==> src/rtl/mwr_beat_gen.sv <==
// mwr_beat_gen: AXI4 W-channel beat generator for the memcopy write engine.
// Emits total_wr_beat_count beats of an incrementing 32-bit pattern replicated
// across the bus. Byte strobes follow contiguous INCR addressing from a
// 64-byte-aligned base. WLAST marks every burst boundary, and a one-cycle
// done pulse follows the final accepted beat.
module mwr_beat_gen #(
  parameter int DATA_WIDTH = 512
) (
  input  logic                    clk,
  input  logic                    resetn,
  input  logic                    wr_engine_start,
  input  logic [39:0]             total_wr_beat_count,
  input  logic [7:0]              wr_len,
  input  logic [2:0]              wr_size,
  input  logic                    wrap_mode,
  input  logic [3:0]              wrap_len,
  input  logic [31:0]             wr_init_data,
  output logic [DATA_WIDTH-1:0]   m_axi_wdata,
  output logic [DATA_WIDTH/8-1:0] m_axi_wstrb,
  output logic                    m_axi_wlast,
  output logic                    m_axi_wvalid,
  input  logic                    m_axi_wready,
  output logic                    wr_data_done
);

  localparam int NB = DATA_WIDTH / 8;   // byte lanes
  localparam int NW = DATA_WIDTH / 32;  // pattern word copies

  typedef enum logic [1:0] {IDLE, LOAD, SEND, DONE} state_t;

  state_t      state_q, state_d;

  // Job parameters, captured on start so upstream may change them mid-job.
  logic [7:0]  len_q;
  logic [2:0]  size_q;
  logic        wrap_q;
  logic [3:0]  wrap_len_q;
  logic [31:0] init_q;

  logic [39:0] beats_left_q;
  logic [7:0]  beat_in_burst_q;
  logic [3:0]  burst_in_wrap_q;
  logic [31:0] data_idx_q;
  logic [5:0]  lane_off_q;

  logic        send, hs, last;
  logic [7:0]  nbytes, strb_lo, strb_hi;
  logic [31:0] pat_word;

  assign send     = (state_q == SEND);
  assign hs       = send && m_axi_wready;
  assign last     = send && (beat_in_burst_q == len_q);
  // 8 bits holds 2^size for every legal size, and lane_off + 2^size cannot overflow.
  assign nbytes   = 8'd1 << size_q;
  assign strb_lo  = {2'b00, lane_off_q};
  assign strb_hi  = strb_lo + nbytes;
  assign pat_word = init_q + data_idx_q;

  // Outputs decode from state and registers only. Nothing depends on wready
  // combinationally, so the beat holds stable until it is accepted.
  assign m_axi_wvalid = send;
  assign m_axi_wlast  = last;
  assign wr_data_done = (state_q == DONE);

  for (genvar w = 0; w < NW; w++) begin : g_data
    assign m_axi_wdata[32*w +: 32] = send ? pat_word : 32'd0;
  end

  for (genvar b = 0; b < NB; b++) begin : g_strb
    assign m_axi_wstrb[b] = send && (8'(b) >= strb_lo) && (8'(b) < strb_hi);
  end

  // State register.
  always_ff @(posedge clk or negedge resetn) begin
    if (!resetn) state_q <= IDLE;
    else         state_q <= state_d;
  end

  // Next-state decode. A start pulse is honored only in IDLE.
  always_comb begin
    state_d = state_q;
    case (state_q)
      IDLE: if (wr_engine_start) state_d = LOAD;
      LOAD: state_d = (total_wr_beat_count == 40'd0) ? DONE : SEND;
      SEND: if (hs && beats_left_q == 40'd1) state_d = DONE;
      DONE: state_d = IDLE;
      default: state_d = IDLE;
    endcase
  end

  // Capture the job parameters on an accepted start.
  always_ff @(posedge clk or negedge resetn) begin
    if (!resetn) begin
      len_q      <= '0;
      size_q     <= '0;
      wrap_q     <= 1'b0;
      wrap_len_q <= '0;
      init_q     <= '0;
    end else if (state_q == IDLE && wr_engine_start) begin
      len_q      <= wr_len;
      size_q     <= wr_size;
      wrap_q     <= wrap_mode;
      wrap_len_q <= wrap_len;
      init_q     <= wr_init_data;
    end
  end

  // Beat, burst and pattern counters. They load in LOAD and advance per handshake.
  always_ff @(posedge clk or negedge resetn) begin
    if (!resetn) begin
      beats_left_q    <= '0;
      beat_in_burst_q <= '0;
      burst_in_wrap_q <= '0;
      data_idx_q      <= '0;
      lane_off_q      <= '0;
    end else if (state_q == LOAD) begin
      beats_left_q    <= total_wr_beat_count;
      beat_in_burst_q <= '0;
      burst_in_wrap_q <= '0;
      data_idx_q      <= '0;
      lane_off_q      <= '0;
    end else if (hs) begin
      beats_left_q    <= beats_left_q - 40'd1;
      beat_in_burst_q <= last ? 8'd0 : beat_in_burst_q + 8'd1;
      if (wrap_q && last && burst_in_wrap_q == wrap_len_q) begin
        // The address wraps back to the base, so the pattern and the lanes restart.
        burst_in_wrap_q <= '0;
        data_idx_q      <= '0;
        lane_off_q      <= '0;
      end else begin
        if (wrap_q && last) burst_in_wrap_q <= burst_in_wrap_q + 4'd1;
        data_idx_q <= data_idx_q + 32'd1;
        lane_off_q <= lane_off_q + nbytes[5:0];
      end
    end
  end

endmodule
==> config.mk <==
export PLATFORM = sky130hd
export DESIGN_NAME = mwr_beat_gen
export DESIGN_NICKNAME = d
export VERILOG_FILES = /design/src/rtl/mwr_beat_gen.sv
export SDC_FILE = /design/constraint.sdc
export NUM_CORES = 1
export LEC_CHECK = 0
export BUFFER_PORTS_ARGS = -buffer_cell sky130_fd_sc_hd__buf_4
export CAP_MARGIN = 20
export CORE_AREA = 2 2 263 265
export CTS_BUF_LIST = sky130_fd_sc_hd__clkbuf_4
export DETAILED_ROUTE_END_ITERATION = 16
export DIE_AREA = 0 0 265 267
export SYNTH_ARGS = -nofsm -noshare
export SYNTH_HDL_FRONTEND = slang
export SYNTH_SLANG_ARGS = --single-unit
==> constraint.sdc <==
create_clock -name clk -period 12.69 [get_ports clk]
set_clock_uncertainty 0.05 [all_clocks]
set_input_delay 2.538 -clock clk [delete_from_list [all_inputs] [get_ports clk]]
set_output_delay 2.538 -clock clk [all_outputs]
set_load 0.01 [all_outputs]
Yosys cells after proc, flatten, opt, wreduce, memory -nomap -nowiden
Index checks and enable logic that the tools add are counted.
- logic and storage cells: 315
- flip-flop bits (word level): 140
- input bits: 92
- output and inout bits: 579
- magnitude comparators: 128
- add/subtract/negate cells: 7
- mux-type cells: 20
- equal/unequal tests: 8
- reduce and logical (&&, ||, !) cells: 140
- shift operators: 1
- operator list (cell ; number):
    less-than comparator 6 x 8 -> 1 bit, first input constant ; 32
    >= comparator 6 bit, first input constant ; 32
    logical AND 1 bit ; 134
    less-than comparator 5 x 8 -> 1 bit, first input constant ; 16
    2-to-1 mux 32 bit ; 4
    >= comparator 5 x 6 -> 1 bit, first input constant ; 16
    2-to-1 mux 40 bit ; 2
    less-than comparator 4 x 8 -> 1 bit, first input constant ; 8
    >= comparator 4 x 6 -> 1 bit, first input constant ; 8
    equality test 40 x 1 -> 1 bit, second input constant ; 1
    logical NOT 40 bit ; 1
    subtractor 40 x 1 -> 40 bit, second input constant ; 1
    adder 32 x 1 -> 32 bit, second input constant ; 1
    adder 32 bit ; 1
    less-than comparator 3 x 8 -> 1 bit, first input constant ; 4
    >= comparator 3 x 6 -> 1 bit, first input constant ; 4
    2-to-1 mux 8 bit ; 3
    2-to-1 mux 6 bit ; 3
    less-than comparator 1 x 8 -> 1 bit, first input constant ; 2
    less-than comparator 2 x 8 -> 1 bit, first input constant ; 2
    2-to-1 mux 4 bit ; 4
    >= comparator 1 x 6 -> 1 bit, first input constant ; 2
    >= comparator 2 x 6 -> 1 bit, first input constant ; 2
    adder 6 x 8 -> 8 bit ; 1
    other kinds (17) ; 20

Depth between registers and ports, before layout
- depth in word-level cells: 7
- depth in mapped cells: 12
- depth with buffers taken out: 9

Least setup slack after synthesis
OpenSTA, ideal clock, no wires.
- path type: register to output
- from: register data_idx_q[0]
- to: output m_axi_wdata[118]
- path slack: 6.659 ns
- stages on the path, launching flop included: 10
- buffers on the path: 1
- arrival time: 3.443 ns
- data required time: 10.102 ns
- cells stage by stage: dfrtp_1 > ha_1 > fa_1 > a21o_1 > a311o_1 > nor3b_1 > o211ai_1 > a21oi_1 > nor3b_1 > buf_4
- longest elaborated chain between the ends: 2
- RTL lines (what ; RTL line ; source):
    start, declared ; 43 ; logic [31:0] data_idx_q;
    start signal, assigned ; 132 ; data_idx_q <= data_idx_q + 32'd1;
    adder 32 bit ; 57 ; assign pat_word = init_q + data_idx_q;
    2-to-1 mux 32 bit ; n/a ;
    end, declared ; 18 ; output logic [DATA_WIDTH-1:0] m_axi_wdata,
Every way passes these cells.

Worst setup path after layout
- from: register size_q[1]
- to: output m_axi_wstrb[39]
- longest elaborated chain between the ends: 4
- RTL lines (what ; RTL line ; source):
    start, declared ; 35 ; logic [2:0] size_q;
    start signal, assigned ; 101 ; size_q <= wr_size;
    << shifter 1 x 3 -> 8 bit ; 54 ; assign nbytes = 8'd1 << size_q;
    adder 6 x 8 -> 8 bit ; 56 ; assign strb_hi = strb_lo + nbytes;
    less-than comparator 6 x 8 -> 1 bit ; 70 ; assign m_axi_wstrb[b] = send && (8'(b) >= strb_lo) && (8'(b) < strb_hi);
    logical AND 1 bit ; 70 ;
    end, declared ; 19 ; output logic [DATA_WIDTH/8-1:0] m_axi_wstrb,
Every way passes these cells.

==> flow_results.org <==
** Pwr
- The share of total power dissipated in combinational logic is 0.726.
- Switching power of the nets :: between 2 and 2.5 mW
- In this run the power density over the cells is 246 nW/um^2.
- The share of total power dissipated in the clock network is 0.086.
- Of the total power, the share spent switching nets is 0.491.
- The internal portion of the total power is 2.13 mW.
- IR analysis of the VDD net gives a maximum drop of 0.162 mV.
- Of the total power, registers draw 0.188.
- Leakage power of the design :: 8.18 nW

** Global routing
- Antenna violations before repair :: 15
- The total overflow left after global routing is 0.
- Entering global routing, the biggest net connects 90 pins.
- The number of global-route vias before repair was 10721.
- For this run, the total global-route usage over all layers was measured as 0.122.
- Wire length of the first global-routing pass :: 66500 um

** Clock network
- TritonCTS built the clock tree.
- Once the clock tree was built, the resizer swapped 0 gates to a different size.
- The root buffer cell chosen for the clock tree is sky130_fd_sc_hd__clkbuf_4.
- Clk slew on worst S/H paths :: 140 ps
- The clock reaches the later pin of the worst-skew pair after 620 ps.
- The number of hold buffers added after CTS was 0.
- H-tree depth :: 4
- Number of buffers created by CTS :: 17
- The clock drives between 100 and 150 sinks.
- Number of buffers inserted by post-CTS setup repair :: 0
- The longest clock path from root to sink contains 2 buffers.

** STA
- Fmax :: 149 MHz
- In this run the tightest slew margin relative to its limit is 0.299.
- Final hold violation count :: 0
- For the final routed database, the setup TNS stands at 0 ps.
- Count of final setup violators :: 0
- For the finished layout, the period the worst path requires is 6720 ps.
- Pins over their slew limit :: 0
- On the final layout, the worst hold slack is 477 ps.
- Worst Max-Slew Pin Slew :: about 1000 ps
- Crit share post-route :: 0.530
- Setup repair after global routing left no endpoint under its margin.

** Synth
- Library cell occupying the most area in the post-synthesis netlist :: sky130_fd_sc_hd__buf_4
- The compound-gate portion of the synthesized area came to 0.138.
- Net count after synthesis :: 1821
- Sorting the synthesized cells by how often they occur yields 480 x sky130_fd_sc_hd__buf_4, 140 x sky130_fd_sc_hd__dfrtp_1, 125 x sky130_fd_sc_hd__nand2_1, 108 x sky130_fd_sc_hd__nor2_1, 64 x sky130_fd_sc_hd__o21ai_0.
- Mapped Cells :: 1680
- Synthesis instantiated 88 different standard cells from the library.
- Of all flip-flops after synthesis, the portion carrying an async set or reset was 1.00.
- By instance count, the leading cell after synthesis is sky130_fd_sc_hd__buf_4.
- In this run the cell area of the synthesized design comes to 14100 um^2.
- By area, the combinational part of the netlist is dominated by buffers and inverters.
- After synthesis the netlist holds a flip-flop and latch count of 140.
- Multiplexer fraction of the synthesized cell area :: 0.0451
- Of the total synthesized cell area, the portion taken by XOR and XNOR cells is 0.0631.
- The Yosys step of the flow raised 0 warnings.
- Dividing the synthesized area by the synthesized cell count gives 8.42 um^2.
- The share of synthesized area in the top cell type comes to 0.255.
- Of the total synthesized cell area, the portion taken by AND, OR, NAND and NOR gates is 0.181.
- Of the total synthesized cell area, the portion taken by full adders, half adders and majority gates is 0.0444.
- The synthesized design contains 0 enable-type register cells.
- Sequential-to-total area share from yosys stat :: 0.248
- In the post-synthesis netlist, the biggest area contributors are sky130_fd_sc_hd__buf_4 25%, sky130_fd_sc_hd__dfrtp_1 25%, sky130_fd_sc_hd__ha_1 4.2%, sky130_fd_sc_hd__mux2_2 3.9%, sky130_fd_sc_hd__xnor2_1 3.8%.
- Main synth FF type :: sky130_fd_sc_hd__dfrtp_1

** Worst setup path
- Measured in cells, the most critical reg-to-reg path has a length of 10.
- At the worst endpoint, the arrival time is 4130 ps.
- STA classifies the critical path endpoint as a primary output.
- In this run the worst setup path begins at size_q[1].
- Largest fanout on the critical path :: 23
- In this run the critical register-to-register path is launched from state_q[0].
- STA classifies the critical path startpoint as a flip-flop.
- At the worst endpoint, the required time is just over 10000 ps.
- CP Class :: flip-flop to primary output

** Routing
- DRC :: 0
- Post-detailed-routing wire length :: 46500 um
- In the final routed layout, each cell accounts on average for 16.9 um.
- Drt first pass iters :: 5
- Using the TritonRoute via totals, the vias-per-cell ratio works out to 4.32.
- The detail route stage leaves a number of antenna-violating nets equal to 0.
- The final route contains 11904 vias.
- DRC marker count from the first detailed-route iteration :: around 590

** Final layout
- The layout has 7477 filler cells.
- The sequential cells in the finished layout cover a total of 3500 um^2.
- Post-route standard cell area excluding fillers :: 17100 um^2
- Share of layout cells above drive strength 1 :: 0.454
- At the end of the flow, the number of nets in the layout was 1993.
- Area added between synthesis and finish :: 20.7%
- Summing all multi-input logic gate instances after layout gives 6760 um^2.
- Final std cells w/o fill :: 2753
- Final core utilization :: 0.251

** Min path
- WHS Path Cells :: 1
- The tightest min-delay check is of the flip-flop to flip-flop type.
- The startpoint identified for the worst hold timing path is init_q[9].

** Die
- For this configuration, the core starts out at a cell density of 0.208.
- After floorplanning, the core was divided into 96 placement rows.
- Die Area :: 70800 um^2
- In this run the standard cell core region covers 68000 um^2.
- Pin placement for this block handled about 670 I/O pins.
- Die span in y :: around 270 um
- From left edge to right edge, the die measures 265 um.

** Placed design
- Cell Count Post-Placement :: 2710
- Final estimated routing congestion in global placement :: 0.864
- Summing all placed instances gives a cell area of 16700 um^2.
- During placement, the flow inserted port buffers numbering 670.
- Half-perimeter wire length of the detailed placement result :: 36400 um

** Status
- The run finished with clean final reports.

** Run
- Count of max-cap constraint violations :: 0
layout by cell type (no fill, tap or decap), types with 36 or more instances in the layout:
cell,count
sky130_fd_sc_hd__buf_4,697
sky130_fd_sc_hd__dfrtp_1,140
sky130_fd_sc_hd__nand2_1,124
sky130_fd_sc_hd__nor2_1,101
sky130_fd_sc_hd__o21ai_0,64
sky130_fd_sc_hd__xnor2_1,62
sky130_fd_sc_hd__mux2_2,49
sky130_fd_sc_hd__a21oi_1,47
sky130_fd_sc_hd__ha_1,45
sky130_fd_sc_hd__nand3_1,40
sky130_fd_sc_hd__nor3_1,39
sky130_fd_sc_hd__xor2_1,38
sky130_fd_sc_hd__a211oi_1,36
through the flow:
stage | power [mW] | setup WS [ps]
floorplan | 3.07 | 6660
global placement | 3.84 | 6650
detailed placement | 3.85 | 6590
CTS | 4.23 | 5860
global route | 4.49 | 5620
finish | 4.19 | 5970
worst paths after layout:
| kind | to | slack [ps] |
|---|---|---|
| max in group asynchronous | data_idx_q[29] | 9340 |
| worst max-delay path | m_axi_wstrb[39] | 5970 |
| worst min register to register | init_q[9] | 480 |
| min in group asynchronous | beats_left_q[14] | 1890 |
| worst min-delay path | init_q[9] | 480 |
| worst max register to register | data_idx_q[18] | 9240 |
registers in the layout, indices dropped and copies added, names as in the netlist:
signal and count:
beat_in_burst_q 8, beats_left_q 40, burst_in_wrap_q 4, data_idx_q 32
init_q 32, lane_off_q 6, len_q 8, size_q 3
state_q 2, wrap_len_q 4, wrap_q 1
metal layers:
metal | up-vias | wire [um] | track usage
met5 | - | 106 | 0
met4 | 16 | 1030 | 0.0426
met3 | 59 | 3570 | 0.0327
met2 | 480 | 23500 | 0.212
met1 | 5635 | 18400 | 0.144
li1 | 5714 | - | -
power groups by stage:
stage / Clock, mW / Combinational [mW] / Sequential, mW
global placement: 0 / 3.05 / 0.792
CTS: 0.377 / 3.06 / 0.788
detailed placement: 0 / 3.06 / 0.797
floorplan: 0 / 2.35 / 0.720
global route: 0.392 / 3.29 / 0.812
finish: 0.361 / 3.05 / 0.786
worst max-delay path: stages, from the launching register on:
cell and delay (ps):
sky130_fd_sc_hd__dfrtp_1 520, sky130_fd_sc_hd__nor3_1 90, sky130_fd_sc_hd__ha_1 210, sky130_fd_sc_hd__fa_1 450, sky130_fd_sc_hd__a21o_1 220, sky130_fd_sc_hd__a21oi_1 270
sky130_fd_sc_hd__nand3b_1 170, sky130_fd_sc_hd__a22oi_2 80, sky130_fd_sc_hd__buf_4 240, sky130_fd_sc_hd__nor3b_2 800, sky130_fd_sc_hd__a221oi_1 250, sky130_fd_sc_hd__buf_4 220
cell families (layout without fill, tap and decap cells):
kind of cell | Yosys count | after routing
AO/OA/AOI/OAI | 287 | 287
AND/OR/NAND/NOR | 481 | 481
multiplexers | 57 | 57
other | 0 | 6
XOR/XNOR | 101 | 101
buffers and inverters | 565 | 750
adder cells (fa/ha/maj) | 49 | 49
flip-flops | 140 | 140
area by class of cell:
| type | count | share of cell area |
|---|---|---|
| clock buffers | 17 | 0.00748 |
| clock inverters | 15 | 0.0129 |
| repair buffers | 701 | 0.309 |
| multi-input cells | 975 | 0.396 |
| flip-flops and latches | 140 | 0.205 |
| diodes | 6 | 0.000880 |
| well taps | 882 | 0.0646 |
| inverters | 17 | 0.00374 |
Power figures use the tool's default switching activity.
